==> config.mk <==
export PLATFORM = sky130hd
export DESIGN_NAME = fetch_ctrl_flat
export DESIGN_NICKNAME = d
export VERILOG_FILES = /design/src/rtl/fetch_pkg.sv /design/src/rtl/fetch_if.sv /design/src/rtl/fetch_ctrl_branch_lut.sv /design/src/rtl/fetch_ctrl.sv /design/src/flat_wrapper.sv
export SDC_FILE = /design/constraint.sdc
export NUM_CORES = 1
export LEC_CHECK = 0
export ABC_CLOCK_PERIOD_IN_PS = 1600
export CAP_MARGIN = 0
export CORE_UTILIZATION = 40
export CTS_BUF_LIST = sky130_fd_sc_hd__clkbuf_2
export DETAILED_ROUTE_END_ITERATION = 6
export PLACE_DENSITY_LB_ADDON = 0.2
export SYNTH_ARGS = -nofsm -noshare
export SYNTH_HDL_FRONTEND = slang
export SYNTH_SLANG_ARGS = --single-unit
==> constraint.sdc <==
create_clock -name Clk -period 1.6 [get_ports Clk]
set_input_delay 0.32 -clock Clk [delete_from_list [all_inputs] [get_ports Clk]]
set_output_delay 0.32 -clock Clk [all_outputs]
set_load 0.02 [all_outputs]
==> src/rtl/fetch_pkg.sv <==
// Shared types and constants for the fetch sequencer: FSM states, program
// select encoding, program base addresses and branch-label indices.
package fetch_pkg;

    localparam int PC_W  = 8;
    localparam int IDX_W = 4;

    typedef enum logic [1:0] {
        ST_IDLE = 2'd0,
        ST_RUN  = 2'd1,
        ST_DONE = 2'd2
    } state_e;

    localparam logic [1:0] SEL_PROD = 2'd0;
    localparam logic [1:0] SEL_STR  = 2'd1;
    localparam logic [1:0] SEL_PAIR = 2'd2;
    localparam logic [1:0] SEL_RSVD = 2'd3;

    localparam logic [PC_W-1:0] PROD_BASE = 8'd0;
    localparam logic [PC_W-1:0] STR_BASE  = 8'd28;
    localparam logic [PC_W-1:0] PAIR_BASE = 8'd48;

    localparam logic [IDX_W-1:0] LBL_PROD_LOOP      = 4'd0;
    localparam logic [IDX_W-1:0] LBL_PROD_SHIFT     = 4'd1;
    localparam logic [IDX_W-1:0] LBL_PROD_LOWERLOOP = 4'd2;
    localparam logic [IDX_W-1:0] LBL_STR_LOOP       = 4'd3;
    localparam logic [IDX_W-1:0] LBL_STR_MATCHLOOP  = 4'd4;
    localparam logic [IDX_W-1:0] LBL_STR_FOUND      = 4'd5;
    localparam logic [IDX_W-1:0] LBL_STR_INCJ       = 4'd6;
    localparam logic [IDX_W-1:0] LBL_PAIR_OUTER     = 4'd7;
    localparam logic [IDX_W-1:0] LBL_PAIR_INNER     = 4'd8;
    localparam logic [IDX_W-1:0] LBL_PAIR_IJSUB     = 4'd9;
    localparam logic [IDX_W-1:0] LBL_PAIR_COMPDIST  = 4'd10;
    localparam logic [IDX_W-1:0] LBL_PAIR_INCJ      = 4'd11;

    function automatic logic [PC_W-1:0] prog_base(input logic [1:0] sel);
        case (sel)
            SEL_PROD: return PROD_BASE;
            SEL_STR:  return STR_BASE;
            SEL_PAIR: return PAIR_BASE;
            default:  return PROD_BASE;
        endcase
    endfunction

endpackage

==> src/rtl/fetch_if.sv <==
// Control/fetch bundle between decode/execute and the fetch sequencer.
// master = fetch_ctrl side, slave = decode/imem side.
interface fetch_if;
    import fetch_pkg::*;

    logic                 Start;
    logic [1:0]           ProgSel;
    logic                 Stall;
    logic                 Halt;
    logic                 BranchEn;
    logic [IDX_W-1:0]     BranchIdx;
    logic [PC_W-1:0]      PC;
    logic                 PCValid;
    logic                 Busy;
    logic                 Done;
    logic [15:0]          CycleCount;

    modport master (
        input  Start, ProgSel, Stall, Halt, BranchEn, BranchIdx,
        output PC, PCValid, Busy, Done, CycleCount
    );

    modport slave (
        output Start, ProgSel, Stall, Halt, BranchEn, BranchIdx,
        input  PC, PCValid, Busy, Done, CycleCount
    );

endinterface

==> src/rtl/fetch_ctrl_branch_lut.sv <==
// Combinational label-index -> branch-target table for the three resident
// programs; indices with no label return hit=0.
module branch_lut
    import fetch_pkg::*;
(
    input  logic [IDX_W-1:0] idx,
    output logic             hit,
    output logic [PC_W-1:0]  target
);

    // label decode
    always_comb begin
        hit    = 1'b1;
        target = 8'd0;
        case (idx)
            LBL_PROD_LOOP:      target = 8'd2;
            LBL_PROD_SHIFT:     target = 8'd8;
            LBL_PROD_LOWERLOOP: target = 8'd23;
            LBL_STR_LOOP:       target = 8'd28;
            LBL_STR_MATCHLOOP:  target = 8'd32;
            LBL_STR_FOUND:      target = 8'd42;
            LBL_STR_INCJ:       target = 8'd43;
            LBL_PAIR_OUTER:     target = 8'd50;
            LBL_PAIR_INNER:     target = 8'd52;
            LBL_PAIR_IJSUB:     target = 8'd57;
            LBL_PAIR_COMPDIST:  target = 8'd58;
            LBL_PAIR_INCJ:      target = 8'd61;
            default: begin
                hit    = 1'b0;
                target = 8'd0;
            end
        endcase
    end

endmodule

==> src/rtl/fetch_ctrl.sv <==
// PC / fetch sequencer: launches a resident program, follows branches and
// stalls, and pulses Done on halt. Optional run-cycle counter under
// FETCH_CYCLE_COUNT_EN.
module fetch_ctrl
    import fetch_pkg::*;
(
    input  logic     Clk,
    input  logic     Reset_n,
    fetch_if.master  bus
);

    localparam logic [1:0] S_IDLE = ST_IDLE;
    localparam logic [1:0] S_RUN  = ST_RUN;
    localparam logic [1:0] S_DONE = ST_DONE;

    logic [1:0]      state_r, state_s;
    logic [PC_W-1:0] pc_r, pc_s;
    logic            pc_valid_r, busy_r, done_r;
    logic            start_accept_s;
    logic            hit_s;
    logic [PC_W-1:0] target_s;

    branch_lut u_lut (
        .idx    (bus.BranchIdx),
        .hit    (hit_s),
        .target (target_s)
    );

    assign start_accept_s = (state_r == S_IDLE) && bus.Start && (bus.ProgSel != SEL_RSVD);

    // next-state / next-PC; Stall outranks Halt outranks BranchEn
    always_comb begin
        state_s = state_r;
        pc_s    = pc_r;
        case (state_r)
            S_IDLE: begin
                if (start_accept_s) begin
                    state_s = S_RUN;
                    pc_s    = prog_base(bus.ProgSel);
                end else begin
                    state_s = S_IDLE;
                end
            end
            S_RUN: begin
                if (bus.Stall) begin
                    pc_s = pc_r;
                end else if (bus.Halt) begin
                    state_s = S_DONE;
                end else if (bus.BranchEn && hit_s) begin
                    pc_s = target_s;
                end else begin
                    pc_s = pc_r + PC_W'(1);
                end
            end
            S_DONE: state_s = S_IDLE;
            default: state_s = S_IDLE;
        endcase
    end

    // state, PC and status flops; status is registered from next state
    always_ff @(posedge Clk) begin
        if (!Reset_n) begin
            state_r    <= S_IDLE;
            pc_r       <= 8'd0;
            pc_valid_r <= 1'b0;
            busy_r     <= 1'b0;
            done_r     <= 1'b0;
        end else begin
            state_r    <= state_s;
            pc_r       <= pc_s;
            pc_valid_r <= (state_s == S_RUN);
            busy_r     <= (state_s == S_RUN);
            done_r     <= (state_s == S_DONE);
        end
    end

    assign bus.PC      = pc_r;
    assign bus.PCValid = pc_valid_r;
    assign bus.Busy    = busy_r;
    assign bus.Done    = done_r;

`ifdef FETCH_CYCLE_COUNT_EN
    logic [15:0] cycle_count_r;

    // saturating RUN-cycle counter, stalls included, cleared on launch
    always_ff @(posedge Clk) begin
        if (!Reset_n) begin
            cycle_count_r <= 16'd0;
        end else if (start_accept_s) begin
            cycle_count_r <= 16'd0;
        end else if ((state_r == S_RUN) && (cycle_count_r != 16'hFFFF)) begin
            cycle_count_r <= cycle_count_r + 16'd1;
        end else begin
            cycle_count_r <= cycle_count_r;
        end
    end

    assign bus.CycleCount = cycle_count_r;
`else
    assign bus.CycleCount = 16'd0;
`endif

endmodule

==> src/flat_wrapper.sv <==
// flat-port wrapper written by rule: the top's interface ports become plain ports
module fetch_ctrl_flat import fetch_pkg::*;
  (Clk, Reset_n, bus_Start, bus_ProgSel, bus_Stall, bus_Halt, bus_BranchEn, bus_BranchIdx, bus_PC, bus_PCValid, bus_Busy, bus_Done, bus_CycleCount);
  fetch_if bus_i ();
  input  logic Clk;
  input  logic Reset_n;
  input wire logic [$bits(bus_i.Start)-1:0] bus_Start;
  input wire logic [$bits(bus_i.ProgSel)-1:0] bus_ProgSel;
  input wire logic [$bits(bus_i.Stall)-1:0] bus_Stall;
  input wire logic [$bits(bus_i.Halt)-1:0] bus_Halt;
  input wire logic [$bits(bus_i.BranchEn)-1:0] bus_BranchEn;
  input wire logic [$bits(bus_i.BranchIdx)-1:0] bus_BranchIdx;
  output wire logic [$bits(bus_i.PC)-1:0] bus_PC;
  output wire logic [$bits(bus_i.PCValid)-1:0] bus_PCValid;
  output wire logic [$bits(bus_i.Busy)-1:0] bus_Busy;
  output wire logic [$bits(bus_i.Done)-1:0] bus_Done;
  output wire logic [$bits(bus_i.CycleCount)-1:0] bus_CycleCount;
  assign bus_i.Start = bus_Start;
  assign bus_i.ProgSel = bus_ProgSel;
  assign bus_i.Stall = bus_Stall;
  assign bus_i.Halt = bus_Halt;
  assign bus_i.BranchEn = bus_BranchEn;
  assign bus_i.BranchIdx = bus_BranchIdx;
  assign bus_PC = bus_i.PC;
  assign bus_PCValid = bus_i.PCValid;
  assign bus_Busy = bus_i.Busy;
  assign bus_Done = bus_i.Done;
  assign bus_CycleCount = bus_i.CycleCount;
  fetch_ctrl u_core (.Clk(Clk), .Reset_n(Reset_n), .bus(bus_i));
endmodule
-- After elaboration in Yosys (flattened, before gate mapping)
Index checks and enable logic that the tools add are counted.
- register bits: 12
- reductions and logical operators: 8
- mux-type cells: 12
- eq/ne operators: 20
- $add $sub $neg: 1
- operators with widths (operator ; count):
    $pmux W6 S12 ; 1
    $mux W8 ; 4
    $eq A4 B3 Y1 const B ; 4
    $eq A4 B4 Y1 const B ; 4
    $pmux W8 S2 ; 1
    $pmux W6 S2 ; 1
    $reduce_or A12 Y1 ; 1
    $add A8 B1 Y8 const B ; 1
    $eq A4 B2 Y1 const B ; 2
    $eq A2 B1 Y1 const B ; 3
    $ne A2 B2 Y1 const B ; 3
    $eq A2 B2 Y1 const B ; 2
    $eq A4 B1 Y1 const B ; 1
    $logic_not A4 Y1 ; 1
    $mux W2 ; 2
    $pmux W2 S2 ; 1
    $reduce_and A4 Y1 ; 1
    $logic_and A1 B1 Y1 ; 3
    $logic_not A2 Y1 ; 1
    $mux W1 ; 2
    $ne A2 B1 Y1 const B ; 1
    $reduce_bool A2 Y1 ; 1

-- Depth between registers and ports, before layout
- word-level depth: 8
- depth in mapped cells: 7
- gate-level depth less buffers: 6

-- Hierarchy
A second synthesis with hierarchy kept.
- cells, all modules: 123
- area, all modules: 1048.5 µm²
- modules (own cells, without submodules) (module ; cells each ; instances ; sequential area each (µm²) ; area each (µm²)):
    fetch_ctrl ; 101 ; 1 ; 240.2 ; 898.4
    branch_lut ; 22 ; 1 ; 0.0 ; 150.1

-- Worst setup path before layout
OpenSTA, ideal clock, no wires.
- path type: input -> register
- start point: in bus_ProgSel[0]
- end point: reg u_core.pc_r[1], in the netlist u_core.bus.PC[1]
- setup time: 0.116 ns
- buffers on the path: 1
- data required time: 1.484 ns
- setup slack: 0.059 ns
- arrival: 1.425 ns
- cell stages on the path: 6
- cells stage by stage: ha_1 or3b_4 a21oi_4 buf_6 nor2_1 a41o_1
- longest elaborated chain between the ends: 4
- ends and longest elaborated chain (element ; RTL line ; source):
    from (decl) ; flat_wrapper.sv:8 ; input wire logic [$bits(bus_i.ProgSel)-1:0] bus_ProgSel;
    $ne A2 B2 Y1 ; fetch_ctrl.sv:29 ; assign start_accept_s = (state_r == S_IDLE) && bus.Start && (bus.ProgSel != SEL_RSVD);
    $logic_and A1 B1 Y1 ; fetch_ctrl.sv:29 ;
    $ne A2 B1 Y1 (no line) ; - ;
    $reduce_and A4 Y1 (no line) ; - ;
    to (signal assigned) ; fetch_ctrl.sv:70 ; pc_r <= pc_s;
    to (decl) ; fetch_ctrl.sv:17 ; logic [PC_W-1:0] pc_r, pc_s;
No other way between the ends.
A chain may end at the register's enable or synchronous reset.

-- Worst setup path in the final report
- start point: in bus_ProgSel[0]
- end point: reg u_core.pc_r[3], in the netlist u_core.bus.PC[3]
- longest elaborated chain between the ends: 4
- elaborated cells on any way between the ends: 9
- ends and longest elaborated chain (element ; RTL line ; source):
    $eq A2 B2 Y1, or another cell as far along ; fetch_pkg.sv:37 ; case (sel)
    $pmux W6 S2 or $logic_and A1 B1 Y1 (tied branches) ; fetch_pkg.sv:37, fetch_ctrl.sv:29 ;
    $mux W8 or $ne A2 B1 Y1 (tied branches) ; - ;
    $pmux W8 S2 or $reduce_and A4 Y1 (tied branches) ; - ;
Parallel ways exist; a longest one is shown, timed or not. The select of a mux whose other input is x is not followed.

==> impl_metrics.py <==
metrics = {
    "clocking": {
        "clockBufferDepth": 2,
        "tritoncts": "done",
        "clkSinkCount": 12,
        "cts-buffers-inserted": 3,
        "clockRootBuffer": "clkbuf_2",
        "holdBufCountCts": 0,
        "clkTransAtPathRegs_ns": 0.12,
        "worstSkewPairLatency_ns": 0.28,
        "cts_max_level": 1,
    },
    "finish": {
        "multiInputGateArea_um2": 611,
        "regArea_um2": 244,
        "final_cell_area_mm2": 0.00129,
        "layout.nets": 171,
        "final_common_cell": "conb_1",
        "fillers": 226,
        "final_util": 0.580,
        "mostFrequentLayoutCells": "conb_1 (16), buf_4 (12), o21ai_0 (11), dfxtp_1 (11), nand2_1 (10)",
        "drive_above_1_share": 0.183,
        "syn_to_final_growth_pct": 36.2,
        "final-instance-count-excl-fill": 181,
        "n_antenna_cell": 0,
    },
    "detailed_routing": {
        "drc_errors": 0,
        "viasPerCell": 5.05,
        "vias": 914,
        "wl_per_cell_um": 12.0,
        "antenna_left": 0,
        "drt-total-wl_um": 2180,
        "drt-initial-drc-count": 32,
        "drt-pass1-iter-count": 4,
    },
    "die": {
        "dieArea_mm2": 0.00258,
        "rows": 17,
        "boundaryPins": 39,
        "fp.dieW_um": 50.8,
        "start_util": 0.426,
        "die_height_um": 50.8,
        "design.core.area_mm2": 0.00223,
    },
    "power_and_ir_drop": {
        "p_leak_nw": 0.640,
        "comb_power_share": 0.374,
        "swShare": 0.349,
        "max-vdd-ir-drop_mv": 0.318,
        "power_density_mw_per_mm2": 595,
        "pwr-share-clk": 0.198,
        "pwr-share-seq": 0.427,
        "switchingPower_mw": 0.269,
        "p_int_mw": 0.501,
    },
    "place": {
        "placed_cell_area_mm2": 0.00122,
        "dpl_worst_slack_ns": -0.518,
        "place.gp.congestion": 0.838,
        "dp_hpwl_um": 1660,
        "port_buffers": 22,
        "dpl.cell_count": 175,
    },
    "synthesis": {
        "yosys.cell_types.count": 37,
        "synthArstFlopShare": 0,
        "avgSynthCellArea_um2": 8.06,
        "synth_edf_count": 0,
        "yosysWarningCount": 0,
        "ys_seq_area_frac": 0.253,
        "syn_area_um2": 951,
        "yosys_register_bits": 12,
        "synth_ff_type": "dfxtp_1",
        "syn_inst": 118,
    },
    "critical_path": {
        "path_max_fanout": 6,
        "cp-start-kind": "input pin",
        "arrival_ns": 1.75,
        "worstSetupPathType": "input pin to flop",
        "worstSetupEndpointType": "flop",
        "required_ns": 1.81,
    },
    "grt": {
        "grt_use_met2": 0.304,
        "grt_start_max_net_pins": 13,
        "met1_usage": 0.239,
        "grt_remaining_overflow": 0,
        "antenna_found_initial": 0,
        "grt_use_met3": 0.0364,
        "top_usage_layer": "met2",
        "grt_pass1_vias": 830,
        "grt_pass1_wl_um": 3590,
        "grt_usage": 0.187,
    },
    "sta": {
        "setup_ws_ns": 0.0579,
        "max_freq_mhz": 648,
        "fin_hold_ws_ns": 0.482,
        "period_needed_ns": 1.54,
        "finalSetupViolCount": 0,
        "final.setup_skew_ns": 0.0123,
        "slew_viol_final": 0,
        "hold_viol": 0,
        "rsz0062_at_grt": "yes",
        "finalCritPeriodShare": 0.964,
    },
    "min_path": {
        "worstHoldPathType": "input pin to flop",
    },
    "status": {
        "run_status": "finished, final reports clean",
    },
    "run": {
        "cap_violations": 0,
    },
}
layer usage:
layer / routed length (um) / up-vias
met5: 0 / -
met4: 36 / 0
met3: 122 / 5
met2: 1070 / 33
met1: 949 / 420
li1: - / 456
power groups by stage:
stage                     logic [mW]  registers, mW  clock network [mW]
after global routing           0.310          0.333               0.171
final                          0.288          0.329               0.153
after CTS                      0.287          0.329               0.148
after floorplan                0.166          0.351                   0
after detailed placement       0.266          0.337                   0
after global placement         0.260          0.335                   0
synth_stat cells, types with 2 or more instances:
cell type  instances  area share
nor2b_1            2       0.013
o21ai_0           11       0.058
inv_1              5       0.020
buf_2              2       0.011
buf_4             17        0.13
o211ai_1           2       0.016
nand2_1           10       0.039
and4_1             2       0.018
ha_1               4       0.053
a21boi_0           2       0.016
nand3_1            3       0.016
nor2_1             2      0.0079
nand2b_1           9       0.059
xnor2_1            3       0.028
nor3_1             2       0.011
dfxtp_1           12        0.25
a31oi_1            5       0.033
a21oi_1            6       0.032
area by class of cell:
type / count / area share
multi-input combinational: 96 / 0.471
tap: 28 / 0.0271
clock buffer: 3 / 0.0116
inverter: 5 / 0.0145
sequential: 12 / 0.188
timing repair buffer: 37 / 0.287
critical path, cell delays in order:
cell and delay [ns]:
clkdlybuf4s15_1 0.19, ha_2 0.18, or3b_4 0.40, a21oi_4 0.18, buf_12 0.13, buf_4 0.10
o21ai_0 0.07, a31oi_1 0.18
through the flow:
stage | TNS, ns | total power [mW]
after floorplan | 0 | 0.517
after global placement | -3.01 | 0.596
after detailed placement | -3.39 | 0.602
after CTS | 0 | 0.764
after global routing | -0.0254 | 0.814
final | 0 | 0.770
state kept, by name, summed over array words and instances (netlist names):
| register | flops |
|---|---|
| u_core.bus.PCValid | 1 |
| u_core.state_r | 2 |
| u_core.bus.PC | 8 |
| u_core.bus.Done | 1 |
cell families after synthesis:
family	synth area share
AND/OR/NAND/NOR	0.243
AO/OA/AOI/OAI	0.233
buffers and inverters	0.176
flip-flops	0.253
adder cells (fa/ha/maj)	0.0632
XOR/XNOR	0.0276
other	0.00394
path summary, 6_finish.rpt:
check	from	to	slack [ns]	depth (start not counted)
worst max-delay path	bus_ProgSel[0]	u_core.bus.PC[3]	0.06	8
worst min-delay path	bus_Stall	u_core.state_r[1]	0.48	3
worst max register to register	u_core.state_r[0]	u_core.bus.PC[3]	0.09	6
worst min register to register	u_core.bus.PC[6]	u_core.bus.PC[6]	0.50	1
timing repair:
| item | CTS | global route |
|---|---|---|
| pin swaps | 4 | 0 |
| gates cloned | 1 | 0 |
| setup buffers | 2 | 0 |
| gates resized for setup | 17 | 7 |
| endpoints found under the setup margin | 12 | 8 |
Note: power is estimated with default switching activity, not from simulation.
